### src/rtl/mem_arbiter.sv
// Round-robin arbiter sharing one single-ported memory between the fetch (i_*) and
// load/store (d_*) ports; one access in flight at a time, guarded by a watchdog.
module mem_arbiter #(
  parameter int DATA_WIDTH = 32,
  parameter int ADDR_WIDTH = 32,
  parameter int TIMEOUT    = 15
) (
  input  logic                  clk,
  input  logic                  rst,
  input  logic                  i_req,
  input  logic [ADDR_WIDTH-1:0] i_addr,
  output logic                  i_gnt,
  output logic                  i_rvalid,
  output logic [DATA_WIDTH-1:0] i_rdata,
  input  logic                  d_req,
  input  logic                  d_we,
  input  logic [ADDR_WIDTH-1:0] d_addr,
  input  logic [DATA_WIDTH-1:0] d_wdata,
  output logic                  d_gnt,
  output logic                  d_rvalid,
  output logic [DATA_WIDTH-1:0] d_rdata,
  output logic                  mem_request,
  output logic                  mem_we,
  output logic [ADDR_WIDTH-1:0] mem_addr,
  output logic [DATA_WIDTH-1:0] mem_wdata,
  input  logic                  mem_valid,
  input  logic [DATA_WIDTH-1:0] mem_rdata,
  output logic                  err
);

  typedef enum logic [1:0] {IDLE, ISSUE, WAIT, RESP} state_t;

  localparam logic       OWN_I       = 1'b0;
  localparam logic       OWN_D       = 1'b1;
  localparam logic [7:0] TIMEOUT_CNT = 8'(TIMEOUT);

  state_t                r_state;
  state_t                w_state_next;
  logic                  r_last;
  logic                  r_owner;
  logic                  r_we;
  logic [ADDR_WIDTH-1:0] r_addr;
  logic [DATA_WIDTH-1:0] r_wdata;
  logic [7:0]            r_cnt;
  logic                  r_err;
  logic [7:0]            w_cnt_inc;
  logic                  w_grant_i;
  logic                  w_grant_d;
  logic                  w_timeout;
  logic [DATA_WIDTH-1:0] w_rdata  [2];
  logic                  w_rvalid [2];

  assign w_cnt_inc = r_cnt + 8'd1;

  always_comb begin
    w_state_next = r_state;
    w_grant_i    = 1'b0;
    w_grant_d    = 1'b0;
    w_timeout    = 1'b0;
    case (r_state)
      IDLE: begin
        if (!rst) begin
          // On a tie the port that was not served last wins.
          if (i_req && d_req) begin
            if (r_last == OWN_D) w_grant_i = 1'b1;
            else                 w_grant_d = 1'b1;
          end else if (i_req) begin
            w_grant_i = 1'b1;
          end else if (d_req) begin
            w_grant_d = 1'b1;
          end
          if (w_grant_i || w_grant_d) w_state_next = ISSUE;
        end
      end
      ISSUE: w_state_next = WAIT;
      WAIT: begin
        if (mem_valid) begin
          w_state_next = RESP;
        end else if (w_cnt_inc == TIMEOUT_CNT) begin
          w_timeout    = 1'b1;
          w_state_next = RESP;
        end
      end
      RESP:    w_state_next = IDLE;
      default: w_state_next = IDLE;
    endcase
  end

  always_ff @(posedge clk) begin
    if (rst) begin
      r_state <= IDLE;
      r_last  <= OWN_D;
      r_owner <= OWN_I;
      r_we    <= 1'b0;
      r_addr  <= '0;
      r_wdata <= '0;
      r_cnt   <= '0;
      r_err   <= 1'b0;
    end else begin
      r_state <= w_state_next;
      case (r_state)
        IDLE: begin
          if (w_grant_i) begin
            r_owner <= OWN_I;
            r_last  <= OWN_I;
            r_we    <= 1'b0;
            r_addr  <= i_addr;
            r_wdata <= '0;
            r_err   <= 1'b0;
          end else if (w_grant_d) begin
            r_owner <= OWN_D;
            r_last  <= OWN_D;
            r_we    <= d_we;
            r_addr  <= d_addr;
            r_wdata <= d_wdata;
            r_err   <= 1'b0;
          end
        end
        ISSUE: r_cnt <= '0;
        WAIT: begin
          if (!mem_valid) begin
            r_cnt <= w_cnt_inc;
            if (w_timeout) r_err <= 1'b1;
          end
        end
        RESP:    r_err <= 1'b0;
        default: ;
      endcase
    end
  end

  // Per-port read-data holding register and response strobe.
  for (genvar gi = 0; gi < 2; gi++) begin : g_port
    logic [DATA_WIDTH-1:0] r_rdata;

    always_ff @(posedge clk) begin
      if (rst) begin
        r_rdata <= '0;
      end else if (r_state == WAIT && r_owner == 1'(gi)) begin
        if (mem_valid)      r_rdata <= r_we ? '0 : mem_rdata;
        else if (w_timeout) r_rdata <= '0;
      end
    end

    assign w_rdata[gi]  = r_rdata;
    assign w_rvalid[gi] = (r_state == RESP) && (r_owner == 1'(gi));
  end

  assign i_gnt       = w_grant_i;
  assign d_gnt       = w_grant_d;
  assign i_rvalid    = w_rvalid[0];
  assign d_rvalid    = w_rvalid[1];
  assign i_rdata     = w_rdata[0];
  assign d_rdata     = w_rdata[1];
  assign mem_request = (r_state == ISSUE);
  assign mem_we      = r_we & mem_request;
  assign mem_addr    = r_addr;
  assign mem_wdata   = r_wdata;
  assign err         = (r_state == RESP) && r_err;

endmodule

### config.mk
export PLATFORM = sky130hd
export DESIGN_NAME = mem_arbiter
export DESIGN_NICKNAME = d
export VERILOG_FILES = /design/src/rtl/mem_arbiter.sv
export SDC_FILE = /design/constraint.sdc
export NUM_CORES = 1
export LEC_CHECK = 0
export ABC_AREA = 1
export BUFFER_PORTS_ARGS = -buffer_cell sky130_fd_sc_hd__buf_2
export CAP_MARGIN = 20
export CELL_PAD_IN_SITES_DETAIL_PLACEMENT = 1
export CELL_PAD_IN_SITES_GLOBAL_PLACEMENT = 1
export CORE_UTILIZATION = 25
export CTS_CLUSTER_DIAMETER = 200
export DETAILED_ROUTE_END_ITERATION = 10
export GPL_ROUTABILITY_DRIVEN = 0
export HOLD_SLACK_MARGIN = 0.02
export PLACE_DENSITY_LB_ADDON = 0.1
export SYNTH_ARGS = -nofsm -noshare
export SYNTH_HDL_FRONTEND = slang
export SYNTH_SLANG_ARGS = --single-unit
### constraint.sdc
create_clock -name clk -period 3.2 [get_ports clk]
set_input_delay 0.16 -clock clk [delete_from_list [all_inputs] [get_ports clk]]
set_output_delay 0.16 -clock clk [all_outputs]
set_load 0.01 [all_outputs]
==> summary.md, run 1 <==
| Metric | Value |
|---|---|
| Worst-Margin Slew | around 920 ps |
| Wire length per cell | between 10 and 15 um |
| Critical-path cell list | inv_1, ha_1, inv_1, nor2_1, o211ai_2, inv_1, buf_8, buf_2 |
| Root Buffer | clkbuf_16 |
| Seq/Total Area, Yosys | a little under half |
| Leakage power | 4.62 nW |
| Mapped Cells | slightly above 900 |
| Inst Count DP | between 1000 and 1500 |
| Setup tns final | 0 ps |
| Initial antenna violation count | 2 |
| Effective utilization at floorplan | between 20% and 30% |
| First-pass GRT wire length | 35400 um |
| Share of cells above drive strength 1 | between 20% and 30% |
| Layout area overhead | 40.6% |
| Crit path max fanout | 17 |
| Htree depth | 4 |
| Die width | around 160 um |
| Unique masters post-synth | 26 |
| Critical-path top delay cell | inv_1 |
| Worst path most repeated cell | inv_1 |
| Final Non-Filler Cells | between 1500 and 2000 |
| RSZ-0062 raised after global routing | false |
| I/O pin count | 269 |
| HP Class | in -> reg |
| Final net count | 1331 |
| Initial DRC count | 246 |
| Power density over the cells | around 640 nW/um^2 |
| Final min period | 2530 ps |
| Crit path capture type | primary output |
| TritonCTS clock tree | yes |
| Total number of vias | between 6000 and 7000 |
| Critical path type | reg -> out |
| Core area | about 25000 um^2 |
| Final wirelength | between 20000 and 25000 um |
| Vias in the first global route | between 6000 and 7000 |
| Post-place setup slack | 700 ps |
| Setup ws final | 665 ps |
| Arr. time, crit path | approximately 2400 ps |
| WP data required | ~3000 ps |
| Max Slew Vio Count | 0 |
| Total gr overflow | 0 |
| Mapped Avg Cell Area | 6.88 um^2 |
| Post-Syn Area | about 6300 um^2 |
| Via density | 4.35 |
| Clk Latency, worst-skew pair | 430 ps |
| First-pass iteration count of the detailed router | 4 |
| Tcrit/Tclk final | about four fifths |
| Drc violations | 0 |
| CP max stage delay | ~500 ps |
| CTS max path bufs | 2 |
| Die Ht | 161 um |
| Outcome | completed |
| Die area | between 20000 and 30000 um^2 |
| Largest delay share family, worst path | buffers and inverters |
| Crit start category | flip-flop |
| CTS sink count | 142 |
| Worst clock skew | between 8 and 9 ps |
| Number of routed nets with antenna violations | 0 |
| Gates resized, CTS repair | 0 |
| CTS clk-pin slew, worst paths | about 70 ps |
| CP Buf/Inv Count | 5 |
| Yosys reg bits | 142 |
| Num rows | between 50 and 60 |
| Max-Cap Viols | 0 |
| Peak VDD IR | 0.222 mV |
| Final Hold Vio Count | 0 |
| Syn Nets | approximately 1100 |
| Yosys warning count | 0 |
| Slew HR | approximately two fifths |
| Count of final setup violators | 0 |
| CTS Buf Count | 17 |
| Fmax | a little under 400 MHz |
| Detailed Place HPWL | approximately 15000 um |
| Total track usage | between 10% and 20% |
| Largest net degree at the start of global routing | 66 |
| Port-buffer cells | between 200 and 300 |
## kinds of logic (layout without fill, tap and decap cells)
family          Yosys count  count (layout)  share of synthesized area [%]
fa+ha+maj                 7               7                           1.39
simple gates            480             480                           30.8
flops                   142             142                           45.1
other cells               0               1                              0
compound gates          127             127                           12.1
xor+xnor                  1               1                          0.139
buf+inv                 159             446                           10.5
## synthesized netlist by cell type
library cell    n  share of area, %
buf_2          14               1.1
clkbuf_1       28               1.7
nand3_2         1              0.16
nand2_1       294                18
o21ai_1         1             0.079
a21oi_1        78               6.2
clkinv_1        2              0.12
o211ai_2        1              0.20
o21ai_0         5              0.40
buf_1          11              0.66
nand3b_1        1              0.12
nand2_2         1             0.099
dfxtp_1       142                45
nor2_1         96               5.7
nor2_2          3              0.30
nand4_1         1             0.099
o211ai_1       32               3.8
buf_6           6               1.1
nand3_1        80               6.4
or2_2           1             0.099
xor2_1          1              0.14
nand2_4         2              0.36
inv_1          96               5.7
ha_1            7               1.4
inv_2           2              0.12
a21oi_2        10               1.4
## power breakdown
| part | internal, mW | switching (mW) | total [mW] | leakage (nW) |
|---|---|---|---|---|
| registers | 1.99 | 0.123 | 2.11 | 1.15 |
| logic | 0.544 | 0.921 | 1.46 | 3.18 |
| clock network | 1.24 | 0.868 | 2.11 | 0.292 |
| total | 3.77 | 1.91 | 5.68 | 4.62 |
## through the flow
step	power, mW	hold slack, ps	cell area, um^2	utilization, %
4_1_cts	5.77	40.2	8830	36.0
3_3_place_gp	3.58	416	7860	32.0
5_1_grt	6.04	63.1	8850	36.1
3_5_place_dp	3.59	422	7890	32.2
6_report	5.68	61.7	8860	36.1
2_1_floorplan	3.05	309	6300	-
## worst register-to-register path, stage by stage (launching register included)
cell	delay, ps
dfxtp_1	460
ha_1	250
nand3_1	150
o21ai_1	150
nand2_1	90
nor2_2	180
nand3_2	110
nand2_4	280
buf_4	440
nand3_1	140
nand2_1	80
nor2_1	40
## final cells by class
| type | instances | area [um^2] |
|---|---|---|
| fillers | 3174 | 15700 |
| flip-flops and latches | 142 | 2840 |
| multi-input cells | 615 | 2800 |
| repair buffers | 314 | 1810 |
| clock buffers | 17 | 425 |
| well taps | 324 | 405 |
| inverters | 100 | 377 |
| clock inverters | 15 | 186 |
| diodes | 1 | 2.50 |
## repair_timing
item / 4_1_cts / 5_1_grt
hold endpoints to repair: 33 / 0
setup buffers: 0 / 0
hold buffers: 33 / 0
## state kept, by name (all words and copies together) (netlist names)
register   cells
mem_wdata     32
r_owner        1
r_err          1
mem_addr      32
r_last         1
i_rdata       32
d_rdata       32
r_cnt          8
r_state        2
r_we           1
## metal layers
metal	wire length (um)	track usage (%)
met1	9650	20.3
met2	10700	30.1
met3	1520	5.58
met4	224	4.89
met5	16	0
## placed cells by master (no fill, tap or decap), types with 4 or more instances in the layout
master	n
dlygate4sd3_1	33
buf_2	268
o211ai_1	32
nor2_2	4
a21oi_2	10
dfxtp_1	142
a21oi_1	78
o21ai_0	5
nand3_1	80
buf_4	9
nor2_1	95
inv_1	95
clkbuf_16	17
ha_1	7
nand2_1	293
## final timing paths
path | start | to | slack [ps] | depth (start not counted)
hold / removal | i_addr[27] | mem_addr[27]$_SDFFE_PP0P_ | 60 | 5
setup reg to reg | r_cnt[0]$_SDFFE_PP0P_ | i_rdata[14]$_SDFFE_PP0P_ | 740 | 11
setup / recovery | r_state[0]$_SDFFE_PP0P_ | i_gnt | 670 | 8
hold reg to reg | r_err$_SDFFE_PP0P_ | r_err$_SDFFE_PP0P_ | 450 | 2
No activity file was read; power rests on OpenSTA's default activity.
==> inputs of run 2 (changes only) <==
clock period = 2.3 ns   (was 3.2 ns; I/O delays follow)
==> run 2 against run 1 <==
  * Hold slack got worse by 26 ps
  * Highest routed layer unchanged
  * Critical endpoint is now d_gnt
  * Total power rose by 39%
  * Via count rose by 2.4%
  * Largest cell class unchanged
==> summary.md, run 2 (synthesis gave the netlist of run 1 again) <==
| Metric | Value |
|---|---|
| Outcome | completed |
| Layout area overhead | 46.5% |
| Logic pwr share | 27.0% (+1.2 points) |
| Crit path capture type | primary output |
| Net Sw Frac | 33.4% (-0.24 points) |
| Max Slew Vio Count | 0 (unchanged) |
| Crit path max fanout | 35 (+18) |
| First-pass GRT wire length | 36300 um (+2.7%) |
| Final Hold Vio Count | 0 (unchanged) |
| Wire length per cell | 14.4 um (-0.47%) |
| Core area | 24500 um^2 (unchanged) |
| Area occupied by multi-input gates | 2820 um^2 (+0.40%) |
| Leakage power | 4.75 nW (+2.8%) |
| Fmax | ~480 MHz |
| Effective utilization at floorplan | 25.7% (unchanged) |
| Post-route cell area | 9230 um^2 (+4.3%) |
| Total power | 7.89 mW (+39%) |
| R2R setup slack | 290 ps (-450 ps) |
| Detailed Place HPWL | 15600 um (+0.72%) |
| Final Non-Filler Cells | 1564 (+2.4%) |
| Commonest non-fill, non-tap cells in the layout | 293 x nand2_1, 268 x buf_2, 141 x dfxtp_1 |
| Filler cell count | 3159 (-0.47%) |
| CTS sink count | 142 (unchanged) |
| Final hold slack | 35.5 ps (-26.1 ps) |
| Port-buffer cells | 268 (unchanged) |
| Setup tns final | 0 ps (unchanged) |
| Most common cell after layout, fill and taps aside | nand2_1 |
| Largest net degree at the start of global routing | 66 (unchanged) |
| CTS Buf Count | 17 (unchanged) |
| Final net count | 1365 (+2.6%) |
| Tcrit/Tclk final | between 80% and 90% |
| Htree depth | 4 (unchanged) |
| First-pass iteration count of the detailed router | 4 (unchanged) |
| Worst clock skew | 12.6 ps (+4.02 ps) |
| RSZ-0062 raised after global routing | false |
| Arr. time, crit path | 1950 ps (-420 ps) |
| Num rows | 57 (unchanged) |
| Worst hold stages | 5 (unchanged) |
| Clk Latency, worst-skew pair | 430 ps (about the same) |
| I/O pin count | 269 (unchanged) |
| Share of cells above drive strength 1 | 27.6% (-0.42 points) |
| Crit start category | flip-flop |
| Count of final setup violators | 0 (unchanged) |
| Drc violations | 0 (unchanged) |
| Vias in the first global route | 7045 (+3.6%) |
| HP Class | in -> reg |
| TritonCTS clock tree | yes |
| Seq pwr share | 37.3% (+0.2 points) |
| Number of routed nets with antenna violations | 0 (unchanged) |
| Power density over the cells | 855 nW/um^2 (+33%) |
| Final min period | between 2000 and 2500 ps |
| Die Ht | 161 um (unchanged) |
| Via density | 4.35 (about the same) |
| Total track usage | 17.7% (+0.42 points) |
| Root Buffer | clkbuf_16 |
| FF/Latch Area | 2840 um^2 (about the same) |
| Clock Power Share | 35.8% (-1.3 points) |
| Worst-Margin Slew | 552 ps (-363 ps) |
| Die width | 161 um (unchanged) |
| Hold Path Sink | mem_addr[14]$_SDFFE_PP0P_ |
| Critical path type | reg -> out |
| Peak VDD IR | 0.401 mV (+80%) |
| Post-place setup slack | 195 ps (-505 ps) |
| Worst R2R Start | r_cnt[1]$_SDFFE_PP0P_ |
| Post-layout util | 37.6% (+1.5 points) |
| CTS clk-pin slew, worst paths | 70 ps (about the same) |
| Worst R2R Path Depth | 11 (unchanged) |
| NetSw | 2.64 mW (+38%) |
| Cell Area, Placed | 7970 um^2 (+0.92%) |
| Final wirelength | 22500 um (+1.9%) |
| Initial DRC count | 279 (+13%) |
| P_int | 5.26 mW (+39%) |
| Inst Count DP | 1465 (+0.27%) |
| CTS max path bufs | 2 (unchanged) |
| Total gr overflow | 0 (unchanged) |
| Die area | 25800 um^2 (unchanged) |
| Hold path start | i_addr[14] |
| RR Endpoint | i_rdata[25]$_SDFFE_PP0P_ |
| Total number of vias | 6808 (+2.4%) |
| Slew HR | 63.1% (+24 points) |
| Initial antenna violation count | 4 (+2) |
| Setup ws final | 231 ps (-435 ps) |
| Max-Cap Viols | 0 (unchanged) |
| WP data required | 2180 ps (-860 ps) |
==> run 2: changes by cell type in the layout (fill, tap and decap cells not counted), sizes merged <==
cell / before / now
dlygate4sd3: 33 / 64
buf: 281 / 284
diode: 1 / 4
clkbuf: 17 / 19
inv: 101 / 99
bufinv: 3 / 2
==> run 2: what timing repair did <==
item	in CTS	in global routing
gates resized for setup	1	6
hold buffers	64	0
buffers inserted	0	0
endpoints found under the hold margin	60	0
pin swaps	0	0
setup endpoints to repair	1	33
==> run 2: layer usage <==
metal / share of wire, % / wire length [um] / GRT usage, % / vias to the layer above
met3: 7.2 / 1620 / 6.38 / 16
met2: 48 / 10800 / 30.9 / 183
met5: 0.058 / 13 / 0 / -
met4: 1.3 / 299 / 4.93 / 2
li1: - / - / - / 3494
met1: 43 / 9740 / 20.3 / 3113
==> run 2: how the worst max path moves through the flow <==
stage | depth (start not counted) | start | endpoint
floorplan | 12 | r_cnt[0]$_SDFFE_PP0P_ | i_rdata[12]$_SDFFE_PP0P_
global placement | 11 | r_cnt[0]$_SDFFE_PP0P_ | i_rdata[2]$_SDFFE_PP0P_
detailed placement | 10 | r_cnt[0]$_SDFFE_PP0P_ | d_rdata[7]$_SDFFE_PP0P_
CTS | 8 | r_state[0]$_SDFFE_PP0P_ | d_gnt
global route | 11 | r_cnt[1]$_SDFFE_PP0P_ | i_rdata[5]$_SDFFE_PP0P_
finish | 8 | r_state[0]$_SDFFE_PP0P_ | d_gnt
==> run 2: cell type report <==
cell class | instances | share of cell area (%)
clock buffer | 19 | 4.91
antenna | 4 | 0.108
timing repair buffer | 348 | 23.8
clock inverter | 12 | 1.48
tap | 324 | 4.39
inverter | 100 | 4.08
multi-input combinational | 615 | 30.5
sequential | 142 | 30.8
==> run 2: worst max-delay path, stage by stage (launching register included) <==
cell,delay [ps]
dfxtp_1,350
inv_1,110
ha_1,220
inv_1,90
nor2_2,130
nand3_1,160
clkinv_1,120
buf_12,200
buf_2,160
==> run 2: power groups by stage <==
stage          combinational, mW  sequential, mW  clock [mW]
2_1_floorplan               1.14            3.10           0
3_3_place_gp                2.06            2.99           0
5_1_grt                     2.41            2.98        3.03
4_1_cts                     2.16            2.94        2.94
3_5_place_dp                2.07            2.99           0
6_report                    2.13            2.94        2.82
